[config.mk]
export PLATFORM = sky130hd
export DESIGN_NAME = qmem_sram16
export DESIGN_NICKNAME = d
export VERILOG_FILES = /design/src/rtl/qmem_sram16.sv
export SDC_FILE = /design/constraint.sdc
export NUM_CORES = 1
export LEC_CHECK = 0
export BUFFER_PORTS_ARGS = -buffer_cell sky130_fd_sc_hd__clkbuf_2
export CAP_MARGIN = 30
export CORE_ASPECT_RATIO = 1.5
export CORE_MARGIN = 8
export CORE_UTILIZATION = 50
export CTS_CLUSTER_SIZE = 24
export DETAILED_ROUTE_END_ITERATION = 8
export GPL_TIMING_DRIVEN = 0
export PLACE_DENSITY = 0.85
export SYNTH_ARGS = -nofsm -noshare
export SYNTH_HDL_FRONTEND = slang
export SYNTH_SLANG_ARGS = --single-unit
export TNS_END_PERCENT = 50
[constraint.sdc]
create_clock -name clk -period 5.15 [get_ports clk]
set_clock_uncertainty 0.05 [all_clocks]
set_input_delay 0.2575 -clock clk [delete_from_list [all_inputs] [get_ports clk]]
set_output_delay 0.2575 -clock clk [all_outputs]
set_load 0.05 [all_outputs]
[src/rtl/qmem_sram16.sv]
// qmem_sram16 -- QMEM 16-bit slave driving an external asynchronous 16-bit SRAM.
//
// Turns single-word QMEM accesses into timed SRAM cycles. Every output is a
// register decoded from the FSM state of the previous cycle. So the SRAM sees
// the address for one cycle before any strobe goes low, and ack follows the
// last strobe cycle by one cycle.
//
// Handshake: the master raises cs with adr/we/sel/dat_w and holds cs high
// until ack. The request is taken at the first edge where the FSM is IDLE and
// cs=1. Request inputs are not sampled again until the access completes. ack
// is a one-cycle pulse, and dat_r is valid in that cycle for reads.
//
// Ports:
//   clk, rst          clock; synchronous active-high reset
//   adr, cs, we, sel  QMEM request (byte address, select, direction, byte enables)
//   dat_w / dat_r     QMEM write / read data
//   ack, err          access-complete pulse; error (always 0)
//   sram_*            SRAM address, data, tristate enable, active-low strobes
//   state_dbg         current FSM state (encoding of state_t)
module qmem_sram16 #(
    parameter int QAW   = 22,
    parameter int QSW   = 2,
    parameter int QDW   = 16,
    parameter int SAW   = 18,
    parameter int RD_WS = 2,
    parameter int WR_WS = 2,
    parameter int TURN  = 1
) (
    input  logic           clk,
    input  logic           rst,
    input  logic [QAW-1:0] adr,
    input  logic           cs,
    input  logic           we,
    input  logic [QSW-1:0] sel,
    input  logic [QDW-1:0] dat_w,
    output logic [QDW-1:0] dat_r,
    output logic           ack,
    output logic           err,
    output logic [SAW-1:0] sram_adr,
    output logic [15:0]    sram_dat_w,
    input  logic [15:0]    sram_dat_r,
    output logic           sram_dat_oe,
    output logic           sram_ce_n,
    output logic           sram_oe_n,
    output logic           sram_we_n,
    output logic           sram_ub_n,
    output logic           sram_lb_n,
    output logic [2:0]     state_dbg
);

    typedef enum logic [2:0] {
        S_IDLE     = 3'd0,
        S_RD       = 3'd1,
        S_WR_SETUP = 3'd2,
        S_WR_PULSE = 3'd3,
        S_WR_HOLD  = 3'd4,
        S_ACK      = 3'd5,
        S_TURN     = 3'd6
    } state_t;

    // The wait counter holds "cycles left in this state minus one".
    localparam logic [3:0] RD_CNT   = 4'(RD_WS);
    localparam logic [3:0] WR_CNT   = 4'(WR_WS - 1);
    localparam logic [3:0] TURN_CNT = (TURN > 0) ? 4'(TURN - 1) : 4'd0;

    state_t     state_q, state_d;
    logic [3:0] cnt_q, cnt_d;
    logic       we_q;
    logic [1:0] sel_q;
    logic       accept;
    logic       wr_phase;

    // Only adr[SAW:1] selects a SRAM word. adr[0] and the upper bits are dropped.
    logic unused_adr_bits;
    assign unused_adr_bits = ^{adr[QAW-1:SAW+1], adr[0]};

    assign err       = 1'b0;
    assign state_dbg = state_q;
    assign accept    = (state_q == S_IDLE) && cs;
    assign wr_phase  = (state_q == S_WR_SETUP) || (state_q == S_WR_PULSE) ||
                       (state_q == S_WR_HOLD);

    always_ff @(posedge clk) begin
        if (rst) begin
            state_q <= S_IDLE;
            cnt_q   <= 4'd0;
        end else begin
            state_q <= state_d;
            cnt_q   <= cnt_d;
        end
    end

    always_comb begin
        state_d = state_q;
        cnt_d   = cnt_q;
        case (state_q)
            S_IDLE: begin
                if (cs) begin
                    if (we) begin
                        state_d = S_WR_SETUP;
                    end else begin
                        state_d = S_RD;
                        cnt_d   = RD_CNT;
                    end
                end
            end
            S_RD: begin
                if (cnt_q == 4'd0) state_d = S_ACK;
                else               cnt_d   = cnt_q - 4'd1;
            end
            S_WR_SETUP: begin
                state_d = S_WR_PULSE;
                cnt_d   = WR_CNT;
            end
            S_WR_PULSE: begin
                if (cnt_q == 4'd0) state_d = S_WR_HOLD;
                else               cnt_d   = cnt_q - 4'd1;
            end
            S_WR_HOLD: state_d = S_ACK;
            S_ACK: begin
                if (TURN > 0) begin
                    state_d = S_TURN;
                    cnt_d   = TURN_CNT;
                end else begin
                    state_d = S_IDLE;
                end
            end
            S_TURN: begin
                if (cnt_q == 4'd0) state_d = S_IDLE;
                else               cnt_d   = cnt_q - 4'd1;
            end
            default: state_d = S_IDLE;
        endcase
    end

    // Request is captured once at accept and held for the whole access.
    always_ff @(posedge clk) begin
        if (rst) begin
            we_q       <= 1'b0;
            sel_q      <= 2'b00;
            sram_adr   <= '0;
            sram_dat_w <= 16'h0000;
        end else if (accept) begin
            we_q       <= we;
            sel_q      <= sel;
            sram_adr   <= adr[SAW:1];
            sram_dat_w <= dat_w;
        end
    end

    // Strobes are the registered decode of the current state. dat_oe comes
    // only from write states and oe_n only from RD. They cannot overlap, and
    // the ACK state always puts an all-inactive cycle between two accesses.
    always_ff @(posedge clk) begin
        if (rst) begin
            ack         <= 1'b0;
            dat_r       <= '0;
            sram_dat_oe <= 1'b0;
            sram_ce_n   <= 1'b1;
            sram_oe_n   <= 1'b1;
            sram_we_n   <= 1'b1;
            sram_ub_n   <= 1'b1;
            sram_lb_n   <= 1'b1;
        end else begin
            ack         <= (state_q == S_ACK);
            sram_dat_oe <= wr_phase;
            sram_ce_n   <= !((state_q == S_RD) || wr_phase);
            sram_oe_n   <= (state_q != S_RD);
            // A write with no byte enables runs its full timing without a pulse.
            sram_we_n   <= !((state_q == S_WR_PULSE) && (sel_q != 2'b00));
            sram_ub_n   <= !((state_q == S_RD) || (wr_phase && sel_q[1]));
            sram_lb_n   <= !((state_q == S_RD) || (wr_phase && sel_q[0]));
            // In the ACK state the read strobes are still low from the last
            // RD cycle, so the SRAM has driven its data for RD_WS+1 cycles.
            if ((state_q == S_ACK) && !we_q) dat_r <= sram_dat_r;
        end
    end

endmodule

Word-level counts from Yosys, hierarchy flattened --
Index checks and enable logic that the tools add are counted.
Word-level totals: input port bits 60, logic and storage cells 60, output and inout port bits 61, register bits 67
Operators by class: mux-type cells 10, $add $sub $neg 1, eq/ne operators 13, reductions and logical operators 22
Operator list (count):
- $pmux 3 s7 | 1
- $pmux 4 s4 | 1
- $mux 3 | 4
- $mux 4 | 3
- $ne 2x2->1 const B | 6
- $eq 3x3->1 const B | 3
- $reduce_and 4->1 | 2
- $eq 3x2->1 const B | 2
- $logic_and 1x1->1 | 5
- $logic_not 1->1 | 5
- $logic_or 1x1->1 | 5
- $logic_not 4->1 | 1
- $reduce_bool 4->1 | 1
- $sub 4x1->4 const B | 1
- $eq 3x1->1 const B | 1
- $logic_not 3->1 | 1
- $ne 3x1->1 const B | 1
- $reduce_or 3->1 | 1
- $mux 2 | 1
- $reduce_bool 2->1 | 1

Depth between registers and ports, before layout --
depth after elaboration 6, mapped depth 7, gate-level depth less buffers 6

Worst setup path before layout --
OpenSTA, ideal clock, no wires.
path type reg2reg, start reg state_q[2], in the netlist state_dbg[2], end reg cnt_q[1], path slack 3326 ps, setup time 132 ps, stages on the path, launching flop included 6, arrival 1642 ps, data required time 4968 ps, buffers on the path 1, cells stage by stage dfxtp_1 -> buf_2 -> nor4bb_1 -> a2111oi_4 -> nor3_1 -> nor3b_2
Between the ends: longest elaborated chain between the ends 4, elaborated cells between the ends (all ways) 13, classes of those cells eq/ne (8); mux (1); reduce/logical (4)
Ends and longest elaborated chain:
- from (decl) | line 66 | state_t state_q, state_d;
- from (signal assigned) | line 88 | state_q <= state_d;
- $eq 3x1->1, or another cell as far along | line 96 | case (state_q)
- $reduce_or 3->1 (no line)
- $ne 2x2->1 (no line) or $reduce_bool 4->1 (tied branches)
- $reduce_and 4->1 (no line)
- to (signal assigned) | line 89 | cnt_q <= cnt_d;
- to (decl) | line 67 | logic [3:0] cnt_q, cnt_d;
Parallel ways exist; a longest one is shown, timed or not. A chain may end at the register's enable or synchronous reset.

Final worst setup path --
start reg cnt_q[0], end reg cnt_q[1]
Between the ends: longest elaborated chain between the ends 3, elaborated cells between the ends (all ways) 6, classes of those cells add/sub (1); eq/ne (1); mux (2); reduce/logical (2)
Ends and longest elaborated chain:
- $sub 4x1->4 or $logic_not 4->1 (tied branches)
- $mux 4 or $ne 2x2->1 (tied branches)
- $pmux 4 s4 or $reduce_and 4->1 (tied branches)
Parallel ways exist; a longest one is shown, timed or not. The select of a mux whose other input is x is not followed.

==> results.sh <==
export IMPL_synthMuxAreaShare_pct=0.3830
export IMPL_num_vias=2586
export IMPL_syn_area_mm2=0.002614
export IMPL_critPathLaunch="cnt_q[0]"
export IMPL_cts_resized=0
export IMPL_path_clk_slew_ns=0.07
export IMPL_place_inst=500
export IMPL_io_pins=121
export IMPL_synth_xor_area_share_pct=0
export IMPL_clockBufferDepth=2
export IMPL_timing_hold_ws_ns=0.08971
export IMPL_rows=32
export IMPL_crit_path_max_fanout=6
export IMPL_synth_nets=380
export IMPL_vias_per_cell=5.031
export IMPL_stdcell_count=514
export IMPL_r2r_end="cnt_q[1]"
export IMPL_synth_seq_cells=67
export IMPL_crit_arrival_ns=1.99
export IMPL_powerDensity_mw_per_mm2=581.6
export IMPL_async_flop_share_pct=0
export IMPL_relSlewSlack_pct=62.62
export IMPL_core_mm2=0.005085
export IMPL_end_kind="flop"
export IMPL_port_buffers=114
export IMPL_syn_inst=318
export IMPL_hold_start="sram_dat_r[6]"
export IMPL_grt_max_degree=11
export IMPL_start_util_pct=51.40
export IMPL_grt_pass1_vias=2635
export IMPL_seq_area_frac_synth_pct=51.32
export IMPL_holdCritPathClass="primary input to flop"
export IMPL_gr_total_overflow=0
export IMPL_max_freq_ghz=0.5457
export IMPL_nets=505
export IMPL_critPathKind="flop to flop"
export IMPL_diodes=0
export IMPL_clock_root_buffer="clkbuf_8"
export IMPL_wl_mm=7.293
export IMPL_dp_hpwl_mm=5.593
export IMPL_grt_use_total_pct=19.28
export IMPL_worst_pin_slew_ns=0.5607
export IMPL_crit_end="cnt_q[1]"
export IMPL_syn_mean_instance_area_um2=8.219
export IMPL_yosysMostFrequentCell="nand2_1"
export IMPL_fin_crit_ns=1.833
export IMPL_synth_cell_type_count=43
export IMPL_place_area_mm2=0.003269
export IMPL_status="finished clean"
export IMPL_cts_tree="built"
export IMPL_antenna_left=0
export IMPL_n_fill_cell=454
export IMPL_reg2reg_depth=6
export IMPL_period_share_pct=35.58
export IMPL_synth_compound_area_share_pct=16.90
export IMPL_h_tree_depth=3
export IMPL_postCtsSetupBuffers=0
export IMPL_p_leak_nw=1.539
export IMPL_synth_edf_count=0
export IMPL_holdBufCountCts=0
export IMPL_cp_data_required_time_ns=5.30
export IMPL_numCtsBuffers=9
export IMPL_synth_simple_gate_area_share_pct=24.80
export IMPL_drt_iter0_drc=134
export IMPL_drc=0
export IMPL_die_area_mm2=0.007845
export IMPL_slew_violations=0
export IMPL_grt_pass1_wl_mm=11.95
export IMPL_synth_commonest_cells="109 x nand2_1, 67 x dfxtp_1, 59 x a21oi_1"
export IMPL_die_w_um=75.04
export IMPL_startpoint_type="flop"
export IMPL_drv_cap=0
export IMPL_antenna_found_initial=0
export IMPL_clk_latency_ns=0.33
export IMPL_drtPass1Iterations=4
export IMPL_clkSinkCount=67
export IMPL_final_layout_size_suffix_gt1_share_pct=33.86
export IMPL_synth_top_area_share_pct=51.32
export IMPL_wl_per_cell_um=14.19
export IMPL_hold_violations=0
export IMPL_final_setup_viol_count=0
export IMPL_totalPowerFinal_mw=1.987
export IMPL_synth_warnings=0
export IMPL_rsz0062_at_grt="false"
export IMPL_setup_tns_ns=0
export IMPL_synth_top_family_by_area="simple AND/OR/NAND/NOR gates"
export IMPL_synth_area_leaders="dfxtp_1 51%, nand2_1 16%, a21oi_1 11%"
export IMPL_peakVddDrop_uv=320.6
export IMPL_yosys_area_share_adder_pct=0.9574
export IMPL_synth_top_area_cell="dfxtp_1"
export IMPL_final_cell_area_mm2=0.003417
export IMPL_rr_startpoint="cnt_q[0]"
export IMPL_dieHeight_um=104.6
export IMPL_area_delta_synth_final_pct=30.73
export IMPL_ff2ff_setup_slack_ns=3.32
export IMPL_synth_flop_cell="dfxtp_1"
export IMPL_globalplace_congestion=0.9570
cells in the final DEF (no fill, tap or decap), types with 3 or more instances in the layout:
cell type	Yosys	routed
a21oi_1	59	59
buf_2	7	7
buf_4	4	4
clkbuf_1	8	9
clkbuf_2	0	114
clkbuf_8	0	9
clkinv_2	0	4
dfxtp_1	67	67
inv_1	4	4
nand2_1	109	109
nor2_1	7	7
nor3_1	5	5
nor3_2	3	3
registers in the layout, summed over array words and instances (netlist names), 2 cells and up:
name,flops
cnt_q,4
dat_r,16
sel_q,2
sram_adr,18
sram_dat_w,16
state_dbg,3
worst min path at each step:
stage | to | slack [ns] | cells past startpoint
3_5_place_dp | sram_dat_w[13] | 0.40 | 2
3_3_place_gp | sram_dat_w[1] | 0.39 | 2
5_1_grt | dat_r[6] | 0.08 | 3
6_report | dat_r[6] | 0.09 | 3
2_1_floorplan | we_q | 0.34 | 2
4_1_cts | sram_dat_w[11] | 0.08 | 3
stage by stage:
step	worst slack (ns)	utilization (%)
2_1_floorplan	3.326	-
3_3_place_gp	3.347	64.30
3_5_place_dp	3.312	64.30
4_1_cts	3.304	67.20
5_1_grt	3.154	67.20
6_report	3.317	67.20
worst max-delay path, stage by stage, from the launching register on:
cell     delay, ns
dfxtp_1       0.32
inv_1         0.17
ha_1          0.23
or3b_4        0.43
o211a_1       0.25
nor3_1        0.19
nor3b_2       0.07
logic make-up after synthesis:
family | count (synthesis)
AND/OR/NAND/NOR | 144
AO/OA/AOI/OAI | 75
flip-flops | 67
buffers and inverters | 28
adder cells (fa/ha/maj) | 2
multiplexers | 1
other | 1
layout make-up:
| class | instances | area [µm²] | area share [%] |
|---|---|---|---|
| inverter | 6 | 22.52 | 0.6591 |
| tap | 68 | 85.08 | 2.490 |
| timing repair buffer | 114 | 570.5 | 16.70 |
| multi-input combinational | 223 | 1129 | 33.03 |
| buffer | 22 | 121.4 | 3.552 |
| clock inverter | 4 | 20.02 | 0.5859 |
| clock buffer | 10 | 127.6 | 3.735 |
| sequential | 67 | 1341 | 39.25 |
where the power goes:
part,internal (mW),leakage (nW),switching [mW]
clock,0.166,0.0815,0.182
combinational,0.274,0.911,0.680
sequential,0.624,0.547,0.0614
total,1.06,1.54,0.923
per-layer routing:
metal,vias to the layer above,track usage (%),wire [µm]
li1,1304,-,-
met1,1193,18.98,2675
met2,77,33.87,3987
met3,12,6.124,491
met4,0,10.14,138
met5,-,0,0
Power figures use the tool's default switching activity.
